$ cat config.mk
export PLATFORM = sky130hd
export DESIGN_NAME = voice_flap_detect_flat
export DESIGN_NICKNAME = d
export VERILOG_FILES = /design/src/rtl/voice_flap_detect_pkg.sv /design/src/rtl/voice_flap_detect_if.sv /design/src/rtl/voice_flap_detect_sample_mag.sv /design/src/rtl/voice_flap_detect.sv /design/src/flat_wrapper.sv
export SDC_FILE = /design/constraint.sdc
export NUM_CORES = 1
export LEC_CHECK = 0
export ABC_AREA = 1
export CAP_MARGIN = 20
export CORE_MARGIN = 2
export CORE_UTILIZATION = 50
export CTS_CLUSTER_DIAMETER = 150
export DETAILED_ROUTE_END_ITERATION = 8
export PLACE_DENSITY_LB_ADDON = 0.1
export SETUP_SLACK_MARGIN = 0.2
export SLEW_MARGIN = 25
export SYNTH_ARGS = -nofsm -noshare
export SYNTH_HDL_FRONTEND = slang
export SYNTH_SLANG_ARGS = --single-unit
$ cat constraint.sdc
create_clock -name CLOCK_50 -period 5.9 [get_ports CLOCK_50]
set_input_delay 1.18 -clock CLOCK_50 [delete_from_list [all_inputs] [get_ports CLOCK_50]]
set_output_delay 1.18 -clock CLOCK_50 [all_outputs]
set_load 0.1 [all_outputs]
$ cat src/rtl/voice_flap_detect_pkg.sv
// Shared types and defaults for the voice-triggered flap detector.
package voice_pkg;

  localparam int unsigned SAMPLE_W     = 24;
  localparam int unsigned HOLD_W       = 32;
  localparam int unsigned WIN_LOG2_DEF = 8;
  localparam int unsigned DC_SHIFT     = 10;

  localparam logic [SAMPLE_W-1:0] TH_HI_DEF   = 24'd400000;
  localparam logic [SAMPLE_W-1:0] TH_LO_DEF   = 24'd200000;
  localparam logic [HOLD_W-1:0]   HOLDOFF_DEF = 32'd12500000;

  localparam logic [SAMPLE_W-1:0] SAMPLE_MAX = 24'h7F_FFFF;
  localparam logic [SAMPLE_W-1:0] SAMPLE_MIN = 24'h80_0000;

  typedef enum logic [1:0] {
    QUIET   = 2'd0,
    LOUD    = 2'd1,
    HOLDOFF = 2'd2
  } state_e;

endpackage

$ cat src/rtl/voice_flap_detect_if.sv
// Codec sample stream in, flap request / LED / level out.
interface voice_flap_detect_if import voice_pkg::*; ();

  logic                sample_valid;
  logic [SAMPLE_W-1:0] sample_left;
  logic [SAMPLE_W-1:0] sample_right;
  logic                flap;
  logic                voice_active;
  logic [SAMPLE_W-1:0] level;

  modport master (
    output sample_valid, sample_left, sample_right,
    input  flap, voice_active, level
  );

  modport slave (
    input  sample_valid, sample_left, sample_right,
    output flap, voice_active, level
  );

endinterface

$ cat src/rtl/voice_flap_detect_sample_mag.sv
// Per-channel saturating |x|; optional DC removal when VOICE_DC_BLOCK_EN is defined.
module sample_mag import voice_pkg::*; (
  input  logic                clk,
  input  logic                rst_n,
  input  logic                valid_i,
  input  logic [SAMPLE_W-1:0] sample_i,
  output logic [SAMPLE_W-1:0] mag_c_o
);

  logic [SAMPLE_W-1:0] chan;

`ifdef VOICE_DC_BLOCK_EN
  logic signed [SAMPLE_W-1:0] dc_q, dc_d;
  logic signed [SAMPLE_W:0]   diff;

  // Leaky DC tracker; the difference is saturated back into sample range.
  always_comb begin
    diff = $signed({sample_i[SAMPLE_W-1], sample_i}) - $signed({dc_q[SAMPLE_W-1], dc_q});
    dc_d = dc_q + SAMPLE_W'(diff >>> DC_SHIFT);
    if (!diff[SAMPLE_W] && diff[SAMPLE_W-1]) begin
      chan = SAMPLE_MAX;
    end else if (diff[SAMPLE_W] && !diff[SAMPLE_W-1]) begin
      chan = SAMPLE_MIN;
    end else begin
      chan = diff[SAMPLE_W-1:0];
    end
  end

  always_ff @(posedge clk or negedge rst_n) begin
    if (!rst_n) begin
      dc_q <= '0;
    end else if (valid_i) begin
      dc_q <= dc_d;
    end
  end
`else
  logic unused_ok;
  assign unused_ok = ^{clk, rst_n, valid_i};
  assign chan      = sample_i;
`endif

  // Most negative input has no positive twin; clamp it.
  always_comb begin
    if (!chan[SAMPLE_W-1]) begin
      mag_c_o = chan;
    end else if (chan == SAMPLE_MIN) begin
      mag_c_o = SAMPLE_MAX;
    end else begin
      mag_c_o = ~chan + SAMPLE_W'(1);
    end
  end

endmodule

$ cat src/rtl/voice_flap_detect.sv
// Windowed mean-magnitude voice detector with hysteresis and refractory holdoff.
// Optional build macro: VOICE_DC_BLOCK_EN (per-channel DC removal in sample_mag).
module voice_flap_detect import voice_pkg::*; #(
  parameter int unsigned         WIN_LOG2    = WIN_LOG2_DEF,
  parameter logic [SAMPLE_W-1:0] TH_HI       = TH_HI_DEF,
  parameter logic [SAMPLE_W-1:0] TH_LO       = TH_LO_DEF,
  parameter logic [HOLD_W-1:0]   HOLDOFF_CYC = HOLDOFF_DEF
) (
  input  logic                 CLOCK_50,
  input  logic                 reset_n,
  voice_flap_detect_if.slave   bus
);

  localparam int unsigned ACC_W = SAMPLE_W + WIN_LOG2;

  logic [SAMPLE_W-1:0] mag_l, mag_r, mag;
  logic [SAMPLE_W:0]   mag_sum;

  logic [ACC_W-1:0]    acc_q, acc_d;
  logic [WIN_LOG2-1:0] cnt_q, cnt_d;
  logic                win_done_q, win_done_d;
  logic                lvl_upd_q;
  logic [SAMPLE_W-1:0] level_q, level_d;

  state_e              state_q, state_d;
  logic [HOLD_W-1:0]   hold_q, hold_d;
  logic                flap_q, flap_d;
  logic                va_q, va_d;

  sample_mag u_mag_l (
    .clk      (CLOCK_50),
    .rst_n    (reset_n),
    .valid_i  (bus.sample_valid),
    .sample_i (bus.sample_left),
    .mag_c_o  (mag_l)
  );

  sample_mag u_mag_r (
    .clk      (CLOCK_50),
    .rst_n    (reset_n),
    .valid_i  (bus.sample_valid),
    .sample_i (bus.sample_right),
    .mag_c_o  (mag_r)
  );

  assign mag_sum = {1'b0, mag_l} + {1'b0, mag_r};
  assign mag     = mag_sum[SAMPLE_W:1];

  // Accumulate; on the cycle after the window closes, publish the mean and restart.
  always_comb begin
    acc_d      = win_done_q ? '0 : acc_q;
    cnt_d      = cnt_q;
    win_done_d = 1'b0;
    level_d    = level_q;
    if (win_done_q) begin
      level_d = SAMPLE_W'(acc_q >> WIN_LOG2);
    end
    if (bus.sample_valid) begin
      acc_d      = acc_d + ACC_W'(mag);
      cnt_d      = cnt_q + WIN_LOG2'(1);
      win_done_d = (cnt_q == '1);
    end
  end

  // Thresholds are only looked at right after a fresh level.
  always_comb begin
    state_d = state_q;
    hold_d  = hold_q;
    flap_d  = 1'b0;
    case (state_q)
      QUIET: begin
        if (lvl_upd_q && (level_q > TH_HI)) begin
          state_d = LOUD;
          flap_d  = 1'b1;
        end
      end
      LOUD: begin
        if (lvl_upd_q && (level_q < TH_LO)) begin
          state_d = HOLDOFF;
          hold_d  = HOLDOFF_CYC;
        end
      end
      HOLDOFF: begin
        hold_d = (hold_q == '0) ? '0 : hold_q - HOLD_W'(1);
        if (hold_q <= HOLD_W'(1)) begin
          state_d = QUIET;
        end
      end
      default: state_d = QUIET;
    endcase
    va_d = (state_d == LOUD);
  end

  always_ff @(posedge CLOCK_50 or negedge reset_n) begin
    if (!reset_n) begin
      acc_q      <= '0;
      cnt_q      <= '0;
      win_done_q <= 1'b0;
      lvl_upd_q  <= 1'b0;
      level_q    <= '0;
      state_q    <= QUIET;
      hold_q     <= '0;
      flap_q     <= 1'b0;
      va_q       <= 1'b0;
    end else begin
      acc_q      <= acc_d;
      cnt_q      <= cnt_d;
      win_done_q <= win_done_d;
      lvl_upd_q  <= win_done_q;
      level_q    <= level_d;
      state_q    <= state_d;
      hold_q     <= hold_d;
      flap_q     <= flap_d;
      va_q       <= va_d;
    end
  end

  assign bus.flap         = flap_q;
  assign bus.voice_active = va_q;
  assign bus.level        = level_q;

endmodule

$ cat src/flat_wrapper.sv
// flat-port wrapper written by rule: the top's interface ports become plain ports
module voice_flap_detect_flat import voice_pkg::*;
#(
  parameter int unsigned         WIN_LOG2    = WIN_LOG2_DEF,
  parameter logic [SAMPLE_W-1:0] TH_HI       = TH_HI_DEF,
  parameter logic [SAMPLE_W-1:0] TH_LO       = TH_LO_DEF,
  parameter logic [HOLD_W-1:0]   HOLDOFF_CYC = HOLDOFF_DEF
)
  (CLOCK_50, reset_n, bus_sample_valid, bus_sample_left, bus_sample_right, bus_flap, bus_voice_active, bus_level);
  voice_flap_detect_if bus_i ();
  input  logic CLOCK_50;
  input  logic reset_n;
  input wire logic [$bits(bus_i.sample_valid)-1:0] bus_sample_valid;
  input wire logic [$bits(bus_i.sample_left)-1:0] bus_sample_left;
  input wire logic [$bits(bus_i.sample_right)-1:0] bus_sample_right;
  output wire logic [$bits(bus_i.flap)-1:0] bus_flap;
  output wire logic [$bits(bus_i.voice_active)-1:0] bus_voice_active;
  output wire logic [$bits(bus_i.level)-1:0] bus_level;
  assign bus_i.sample_valid = bus_sample_valid;
  assign bus_i.sample_left = bus_sample_left;
  assign bus_i.sample_right = bus_sample_right;
  assign bus_flap = bus_i.flap;
  assign bus_voice_active = bus_i.voice_active;
  assign bus_level = bus_i.level;
  voice_flap_detect #(.WIN_LOG2(WIN_LOG2), .TH_HI(TH_HI), .TH_LO(TH_LO), .HOLDOFF_CYC(HOLDOFF_CYC)) u_core (.CLOCK_50(CLOCK_50), .reset_n(reset_n), .bus(bus_i));
endmodule
Word level (Yosys, flattened, before mapping)
Index checks and enable logic that the tools add are counted.
Operators by class
  bitwise operators: 2
  equality and inequality tests: 7
  multiplexer cells: 16
  add/subtract/negate cells: 6
  magnitude comparators: 3
  reduce and logical (&&, ||, !) cells: 6
Operators with widths (count)
  32-bit two-way mux: 4
  24-bit two-way mux: 4
  32-bit case mux with 2 select lines: 1
  24-bit by 1-bit adder with 24-bit output, second input constant: 2
  24-bit equality test, second input constant: 2
  24-bit inverter: 2
  32-bit by 24-bit adder with 32-bit output: 1
  32-bit by 1-bit <= comparator with 1-bit output, second input constant: 1
  32-bit zero test: 1
  32-bit by 1-bit subtractor with 32-bit output, second input constant: 1
  24-bit by 24-bit adder with 25-bit output: 1
  24-bit by 19-bit > comparator with 1-bit output, second input constant: 1
  24-bit by 18-bit < comparator with 1-bit output, second input constant: 1
  8-bit by 1-bit adder with 8-bit output, second input constant: 1
  8-bit equality test, second input constant: 1
  2-bit two-way mux: 3
  2-bit case mux with 3 select lines: 1
  2-bit by 1-bit equality test with 1-bit output, second input constant: 2
  1-bit two-way mux: 3
  2-bit equality test, second input constant: 1
  1-bit logical AND: 2
  2-bit zero test: 1
  2-bit by 1-bit inequality test with 1-bit output, second input constant: 1
  2-bit AND reduction: 1
  2-bit nonzero test: 1
Storage, ports and cells
  logic and storage cells: 49
  register bits after elaboration: 102
  input bits: 51
  output and inout bits: 26

Longest topological paths before layout
Gate-level depths: netlist of run 1.
  depth in word-level cells: 7
  gate-level depth with buffers: 32
  gate-level depth less buffers: 31

Cells and area by module
A second synthesis of run 1 with hierarchy kept.
Second synthesis, totals
  cell total of the unflattened synthesis: 1753
  area total of the unflattened synthesis: 10537.6 um2
By module, submodules not included
  voice_flap_detect: instances 1, area each 8803.4 um2, cells an instance 1413, sequential area each 2552.4 um2
  sample_mag: instances 2, area each 867.1 um2, cells an instance 170, sequential area each 0.0 um2

Worst setup path before layout of run 1
No wires, ideal clock.
  path type: input to register
  start: input bus_sample_left[0]
  end: register u_core.acc_q[24]
  library setup time: 117 ps
  path slack: 959 ps
  data required time: 5783 ps
  data arrival time: 4824 ps
  stages: 28
  buffers on the path: 0
  path through: inv_1 > ha_1 > nand2_2 > nor2_4 > nand2_1 > nor4_2 > inv_2 > a22oi_2 > inv_1 > fa_1 > o21ai_1 > nand2_1 > nand2_1 > inv_2 > o21ai_1 > a21oi_1 > xnor2_1 > ha_1 > nand2_1 > inv_1 > nand2_1 > nor3_1 > nand4_1 > nand3_1 > a21o_1 > nand2_1 > nand2_1 > nand2_1
Between the ends
  word-level cells in the longest chain between the ends: 7
  elaborated cells between the ends (all ways): 8
  classes of those cells: add/sub (3); eq/ne (1); mux (3); bitwise (1)
Ends and longest elaborated chain
  from (decl): RTL line flat_wrapper.sv:14  | input wire logic [$bits(bus_i.sample_left)-1:0] bus_sample_left;
  24-bit inverter: RTL line voice_flap_detect_sample_mag.sv:49  | mag_c_o = ~chan + SAMPLE_W'(1);
  24-bit by 1-bit adder with 24-bit output: RTL line voice_flap_detect_sample_mag.sv:49
  24-bit two-way mux: RTL line voice_flap_detect_sample_mag.sv:46  | end else if (chan == SAMPLE_MIN) begin
  24-bit two-way mux *: RTL line voice_flap_detect_sample_mag.sv:44  | if (!chan[SAMPLE_W-1]) begin
  24-bit by 24-bit adder with 25-bit output *: RTL line voice_flap_detect.sv:46  | assign mag_sum = {1'b0, mag_l} + {1'b0, mag_r};
  32-bit by 24-bit adder with 32-bit output *: RTL line voice_flap_detect.sv:59  | acc_d = acc_d + ACC_W'(mag);
  32-bit two-way mux *: RTL line voice_flap_detect.sv:58  | if (bus.sample_valid) begin
  named net u_core.acc_d[24]: RTL line voice_flap_detect.sv:19  | logic [ACC_W-1:0] acc_q, acc_d;
  to (signal assigned): RTL line voice_flap_detect.sv:96  | acc_q <= '0;
  to (signal assigned): RTL line voice_flap_detect.sv:106  | acc_q <= acc_d;
  to (decl): RTL line voice_flap_detect.sv:19
Mark *: on every way through the listed nets, which the timed path passes. The rest lies on a longest branch.
A chain may end at the register's enable or synchronous reset.

Worst setup path after layout of run 1
  start: input bus_sample_left[6]
  end: register u_core.acc_q[21]
Same word-level chain as after synthesis.

==> results of run 1 <==
[timing repair]
item,4_1_cts,5_1_grt
resized for setup,12,59
setup buffers,2,12
hold buffers,0,0
endpoints found under the setup margin,9,21
hold endpoints to repair,0,0
pin swaps,4,23
[area by class of cell]
cell class | count | area share, %
Clock buffer | 11 | 2.16
Timing Repair Buffer | 116 | 9.42
Inverter | 185 | 6.18
Multi-Input combinational cell | 1102 | 56.3
Clock inverter | 5 | 0.568
Tap cell | 234 | 2.61
Sequential cell | 102 | 22.7
[where the power goes]
part,switching (mW),leakage (nW),internal (mW)
Sequential,0.0697,1.36,0.827
Combinational,1.32,4.15,0.778
Clock,0.271,0.147,0.345
Total,1.66,5.66,1.95
[routing by layer]
metal	GRT usage, %	wire, microns	up-vias	share of wire [%]
li1	-	-	4838	-
met1	36.3	12100	4453	46
met2	43.2	12000	249	46
met3	3.60	1300	46	4.9
met4	10.5	907	0	3.4
met5	0	0	-	0
[cells in the final DEF, fill, tap and decap left out, drive strengths merged, types with 3 or more instances in the layout]
| cell type | instances |
|---|---|
| clkbuf | 11 |
| clkdlybuf4s50 | 75 |
| nor3 | 34 |
| inv | 186 |
| a31oi | 8 |
| ha | 52 |
| nand3b | 17 |
| buf | 41 |
| a21oi | 65 |
| nor4 | 10 |
| xor2 | 43 |
| nand2 | 369 |
| o21ai | 113 |
| xnor2 | 16 |
| or2 | 16 |
| nand4 | 19 |
| dfrtp | 102 |
| o211ai | 7 |
| o221ai | 6 |
| o21bai | 4 |
| a21o | 9 |
| a21boi | 3 |
| o22ai | 11 |
| nand3 | 100 |
| nor2 | 183 |
[stage by stage]
step                      area, sq um  setup slack, ns  setup TNS (ns)
after floorplan                  9420            0.959               0
after detailed placement        10500           -0.486           -2.57
after global routing            11200            0.111               0
final                           11200            0.314               0
after CTS                       10900            0.219               0
after global placement          10500           -0.523           -2.63
[flip-flops by register name, summed over array words and instances (netlist names), 2 cells and up]
name,cells
u_core.state_q,2
u_core.hold_q,32
u_core.bus.level,24
u_core.cnt_q,8
u_core.acc_q,32
[cell families after synthesis]
| kind of cell | Yosys count | synth area share [%] |
|---|---|---|
| AO/OA/AOI/OAI | 236 | 14.3 |
| adder cells (fa/ha/maj) | 54 | 7.33 |
| buffers and inverters | 210 | 8.62 |
| flip-flops | 102 | 27.1 |
| XOR/XNOR | 59 | 5.49 |
| AND/OR/NAND/NOR | 753 | 37.2 |
[path summary, 6_finish.rpt]
check | startpoint | end | slack (ns) | cells past startpoint
worst max-delay path | bus_sample_left[6] | u_core.acc_q[21] | 0.31 | 27
worst max register to register | u_core.win_done_q | u_core.acc_q[22] | 3.01 | 13
worst min-delay path | u_core.cnt_q[7] | u_core.cnt_q[7] | 0.48 | 1
min in group asynchronous | reset_n | u_core.hold_q[31] | 0.91 | 1
worst min register to register | u_core.cnt_q[7] | u_core.cnt_q[7] | 0.48 | 1
max in group asynchronous | reset_n | u_core.bus.level[18] | 3.96 | 2
[critical path, stage by stage]
cell and delay, ns:
clkdlybuf4s50_1 0.48, nor2_2 0.17, nand2_1 0.11, nor2_4 0.15
nand2_2 0.09, buf_4 0.16, nor4_4 0.24, buf_4 0.19
a21oi_1 0.04, o21ai_1 0.12, ha_2 0.35, nand2_1 0.11
nand2_2 0.09, a31oi_4 0.20, o21ai_0 0.12, a21oi_1 0.20
o21ai_2 0.10, xor2_1 0.26, ha_1 0.33, a21oi_1 0.21
o21ai_1 0.14, nor2_1 0.21, nand3_2 0.17, nand2_1 0.13
nand3b_1 0.09, nand3_2 0.11, nand2_1 0.06
==> results.ini, run 1 <==
[timing]
finalSetupViolations=0
fmax_ghz=0.179
tightest_slew_ns=0.977
slew_viol_final=0
skew_ns=0.0132
worst_hold_slack_ns=0.477
rsz0062_at_grt=yes
fin_crit_ns=5.59
post-route-period-util_pct=94.7
finalHoldViolCount=0
relSlewSlack_pct=34.6

[worst_hold_path]
min_path_type=flip-flop to flip-flop

[power]
p_leak_nw=5.66
power.density_mw_per_mm2=322
total_power_mw=3.61
max-vdd-ir-drop_mv=0.150

[synth]
synth-edff-count=0
yosysMostFrequentCell=nand2_1
syn_area_sq_mm=0.00942
ys_seq_area_share_pct=27.1
ys.flop_type=dfrtp_1
syn-num-nets=1519
synth-seq-cells=102
syn_avg_cell_area_sq_um=6.66
synth_top_cells_by_count=353 x nand2_1, 169 x inv_1, 161 x nor2_1
async_flop_share_pct=100
synth_top_area_cell=dfrtp_1
ys_warn_count=0
yosysUniqueCellTypes=58
synthCells=1414
synth.area.top_cells=dfrtp_1 27%, nand2_1 14%, ha_1 6.9%
synth.top_cell.area_share_pct=27.1

[global_routing]
grt_pass1_wl_microns=43500
grtUsageTotal_pct=26.7
overflow=0
grt_max_degree=64
grt_pass1_vias=8942
antenna_found_initial=0

[critical_path]
critPathLaunchType=input pin
worst_ep_required_time_ns=6.14
cp_max_fo=5
critPathCaptureType=flip-flop
cp_data_arrival_time_ns=5.83
crit_type=input pin to flip-flop

[layout]
multi_input_area_sq_mm=0.00633
final_util_pct=60.5
num_antenna_cells=0
syn2layout_area_growth_pct=19.3
final_cells=1755
fill_cells=1792
ff_latch_area_sq_mm=0.00255
fin_nets=1621
drive_gt1_share_pct=13.1

[run_status]
outcome=complete, no violations

[detailed_routing]
wl_per_cell_microns=15.0
vias_per_cell=5.46
drtPass1Iterations=5
drc_errors=0
ant_nets=0
wl_microns=26400
vias=9586
drtIter0Drc=653

[cts]
root_buffer=clkbuf_16
insertion_delay_ns=0.35
htree_levels=3
cts_buffer_depth=2
cts_tree=done
clkSlewWorstSetupHoldPaths_ns=0.07
clock-sinks=102
cts_buffers=9

[placed_design]
port_buffers=76
hpwl_microns=20900
place_congestion=0.993
placedCellCount=1725

[floorplan]
start_util_pct=50.7
die_w_microns=141
core-area_sq_mm=0.0186
io_pins=77
die_h_microns=141
die_area_sq_mm=0.0199
num_rows=50

[flow_run]
maxCapViolCount=0

(Power assumes the default switching activity.)
==> run 2: changes to the inputs <==
--- a/config.mk
+++ b/config.mk
@@ -11,9 +11,11 @@
 export CORE_UTILIZATION = 50
 export CTS_CLUSTER_DIAMETER = 150
 export DETAILED_ROUTE_END_ITERATION = 8
+export GPL_ROUTABILITY_DRIVEN = 0
 export PLACE_DENSITY_LB_ADDON = 0.1
 export SETUP_SLACK_MARGIN = 0.2
 export SLEW_MARGIN = 25
 export SYNTH_ARGS = -nofsm -noshare
 export SYNTH_HDL_FRONTEND = slang
 export SYNTH_SLANG_ARGS = --single-unit
+export TNS_END_PERCENT = 10
==> run 2 against run 1 <==
  * Clock skew rose by 0.0068 ns
  * Cell area rose by 0.72%
  * Sequential cell count did not move
  * Largest cell class unchanged
  * Clock power fell by 7.0%
==> results.ini, run 2 (synthesis results as in run 1) <==
[run_status]
outcome=complete, no violations

[cts]
clock-sinks=102
clkSlewWorstSetupHoldPaths_ns=0.07
insertion_delay_ns=0.35
cts_buffer_depth=2
htree_levels=3
hold_buffers=0
cts_tree=done
cts_buffers=9
root_buffer=clkbuf_16

[critical_path]
critPathCaptureType=flip-flop
crit_top_cell=nand2_1
critPathLaunchType=input pin
cp_top_family=simple AND/OR/NAND/NOR gates
slowest_delay_ns=0.41
critPathBufInv=6
crit_type=input pin to flip-flop
cp_data_arrival_time_ns=5.67
cp_max_fo=13
worst_ep_required_time_ns=6.10
crit_path_top_delay_cell=clkdlybuf4s50_1

[detailed_routing]
drtPass1Iterations=5
ant_nets=0
drc_errors=0
vias=9578
vias_per_cell=5.41
drtIter0Drc=614
wl_per_cell_microns=14.9
wl_microns=26400

[layout]
num_antenna_cells=0
fill_cells=1764
drive_gt1_share_pct=13.8
layout_commonest_cell=nand2_1
final_util_pct=60.9
final_cells=1770
syn2layout_area_growth_pct=20.2
final_cell_mix=347 x nand2_1, 166 x inv_1, 156 x nor2_1, 101 x dfrtp_1, 89 x nand3_1
fin_nets=1636

[flow_run]
maxCapViolCount=0

[timing]
slew_viol_final=0
finalSetupViolations=0
skew_ns=0.0200
post-route-period-util_pct=92.7
finalHoldViolCount=0
fmax_ghz=0.183
tightest_slew_ns=0.983
fin_crit_ns=5.47
rsz0062_at_grt=yes
relSlewSlack_pct=34.3

[global_routing]
overflow=0
grtUsageTotal_pct=26.4
antenna_found_initial=0
grt_pass1_wl_microns=43000
grt_max_degree=61
grt_pass1_vias=8841

[floorplan]
io_pins=77
die_area_sq_mm=0.0199
die_w_microns=141
start_util_pct=50.7
die_h_microns=141
num_rows=50
core-area_sq_mm=0.0186

[power]
p_switching_mw=1.65
max-vdd-ir-drop_mv=0.196
cellInternalPower_mw=1.95
p_leak_nw=5.74
pwr-share-clk_pct=16.0
seq_power_share_pct=25.0
p_sw_share_pct=45.9
power.density_mw_per_mm2=318
power_frac_comb_pct=59.0

[placed_design]
hpwl_microns=20700
placedCellCount=1742
port_buffers=76

[worst_hold_path]
min_path_type=flip-flop to flip-flop

run 2: worst reg2reg max path: stages (launching register included):
cell	delay, ns
dfrtp_2	0.37
buf_4	0.47
nor2_1	0.16
ha_1	0.26
fa_1	0.47
nand3_1	0.11
nand2_1	0.13
nand3_1	0.11
nand2_1	0.08
nand2_1	0.08
nand2_1	0.12
nand3_1	0.12
nand3b_1	0.16
nand2_1	0.10
nand3_1	0.06
nand2_1	0.09
run 2: final timing paths:
| path | to | slack (ns) | startpoint | depth (start not counted) |
|---|---|---|---|---|
| setup / recovery | u_core.acc_q[15] | 0.43 | bus_sample_left[0] | 27 |
| hold / removal | u_core.bus.level[11] | 0.48 | u_core.acc_q[19] | 2 |
| setup reg to reg | u_core.acc_q[26] | 2.96 | u_core.win_done_q | 15 |
| hold reg to reg | u_core.bus.level[11] | 0.48 | u_core.acc_q[19] | 2 |
| max in group asynchronous | u_core.win_done_q | 3.91 | reset_n | 2 |
| min in group asynchronous | u_core.hold_q[31] | 0.89 | reset_n | 1 |
run 2: stage by stage:
step | instance area (sq um) | power (mW) | setup slack [ns] | TNS (ns) | hold WS, ns
2_1_floorplan | 9420 | 2.28 | 0.959 | 0 | 0.438
3_3_place_gp | 10700 | 2.83 | -0.233 | -0.582 | 0.456
3_5_place_dp | 10700 | 2.85 | -0.232 | -1.13 | 0.467
4_1_cts | 11000 | 3.44 | 0.229 | 0 | 0.476
5_1_grt | 11300 | 3.89 | 0.117 | 0 | 0.512
6_report | 11300 | 3.60 | 0.431 | 0 | 0.477
run 2: what timing repair did:
item	CTS	global route
resized for setup	1	58
setup endpoints to repair	2	21
buffers inserted	0	12
cloned	0	0
pin swaps	0	20
run 2: cell type report:
cell class,count,area [sq um],area share [%]
inverter,185,694,6.14
tap,234,293,2.59
clock inverter,6,46.3,0.409
timing repair buffer,131,1170,10.4
sequential,102,2550,22.6
clock buffer,10,239,2.11
multi-input combinational,1102,6320,55.8
run 2: metal layers:
| layer | up-vias | track usage, % | part of all wire (%) |
|---|---|---|---|
| met2 | 266 | 43.1 | 46 |
| met1 | 4392 | 36.0 | 47 |
| met4 | 0 | 11.1 | 3.8 |
| met5 | - | 0 | 0 |
| met3 | 47 | 2.48 | 3.6 |
| li1 | 4873 | - | - |
run 2: power by group through the flow:
| stage | logic, mW | registers (mW) | clock network [mW] |
|---|---|---|---|
| after floorplan | 1.37 | 0.912 | 0 |
| after global placement | 1.93 | 0.906 | 0 |
| after detailed placement | 1.94 | 0.910 | 0 |
| after CTS | 1.95 | 0.897 | 0.588 |
| after global routing | 2.36 | 0.912 | 0.616 |
| final | 2.12 | 0.900 | 0.574 |
==> patch, RTL diff (config.mk and constraints of run 2) <==
The option `VOICE_DC_BLOCK_EN` is turned on by a define.
--- a/src/rtl/voice_flap_detect_sample_mag.sv
+++ b/src/rtl/voice_flap_detect_sample_mag.sv
@@ -1,3 +1,5 @@
 // Per-channel saturating |x|; optional DC removal when VOICE_DC_BLOCK_EN is defined.
+`define VOICE_DC_BLOCK_EN
+
 module sample_mag import voice_pkg::*; (
   input  logic                clk,
Formal check against the unedited RTL: no difference found for any inputs over 10 cycles, from zero or initial values and one cycle with reset_n low; that may be too few to reach the edited logic, so the function may still have changed.
==> patch against run 2 <==
The run now ends with setup timing left. Non-clock buffer count is 509 higher. Cell area increased by 110%. Sequential cell count is 48 higher. Synthesized area increased by 69%. Setup slack got worse by 1.2 ns. Wire length is 95% higher. Global-route usage grew 3.3 points. Register-to-register slack got worse by 3.3 ns. Critical path type unchanged.
Power is left out: the tool's default activity adds up to more than one toggle a clock period on the data nets, which glitch-free logic cannot reach.
==> patch: results <==
worst_setup_path:
  r2r_start: "u_core.u_mag_l.dc_q[8]$_DFFE_PN0P_"
  slowest_delay_ns: 0.36
  reg2reg_slack_ns: -0.33
  cp_slowest_cell: "ha_1"
  worstPathArrival_ns: 7.01
  startpoint: "bus_sample_left[5]"
min_path:
  hold_depth: 1
  hp-start: "u_core.cnt_q[7]$_DFFE_PN0P_"
synthesis:
  synth_common_cells: "nand2_1 (636), inv_1 (341), nor2_1 (223), o21ai_0 (201), a21oi_1 (166)"
  synth_nets: 2649
  ys_seq_area_frac: 0.235
  synth_xor_area_frac: 0.0735
  synthAdderAreaFrac: 0.122
routing:
  drt_iter0_drc: 1231
  post_drt_wl_per_cell_um: 14.8
  drt-pass1-iter-count: 6
  routed_wl_mm: 51.5
  via_per_inst: 5.32
grt:
  track_usage: 0.298
  grt_max_degree: 106
  use_met1: 0.377
  grt_pass1_vias: 17800
  use_met3: 0.0369
  grt_first_pass_wirelength_mm: 82.2
sta:
  skew_ns: 0.0116
  setup_slack_ns: -0.764
  max-slew-margin-rel: 0.353
  worst_hold_slack_ns: 0.480
  finalSetupViolCount: 21
  setup_tns_ns: -9.87
outcome:
  violations: "setup timing"
  status: "complete, but fails checks"
cells_and_area:
  drive_above_1_share: 0.330
placed_design:
  post-place-ws_ns: -1.67
  hpwl_mm: 37.3
clock_network:
  clk-insertion-delay-late_ns: 0.45
patch: timing repair:
action / 4_1_cts / 5_1_grt
pin swaps: 148 / 117
setup buffers: 65 / 29
gates resized for setup: 331 / 146
endpoints found under the setup margin: 28 / 30
cloned: 3 / 0
patch: final cells by class:
| cell class | count | area, um2 |
|---|---|---|
| multi-input combinational | 1901 | 12700 |
| fill | 2243 | 7600 |
| timing repair buffer | 640 | 5020 |
| sequential | 150 | 3750 |
| inverter | 350 | 1360 |
| tap | 402 | 503 |
| clock buffer | 17 | 425 |
| clock inverter | 15 | 151 |
| timing repair inverter | 1 | 3.75 |
patch: critical path, delay by kind of cell:
family,cells,cell delay (ns)
xor gates and xnor gates,3,0.54
AOI/OAI and AO/OA,7,0.88
adders and majority gates,3,0.88
and+or+nand+nor,14,1.22
buffers and inverters,17,2.30
patch: metal layers:
metal / part of all wire / vias to the layer above
met5: 0 / -
met4: 0.027 / 0
met3: 0.042 / 106
met2: 0.49 / 508
met1: 0.44 / 8649
li1: - / 9238
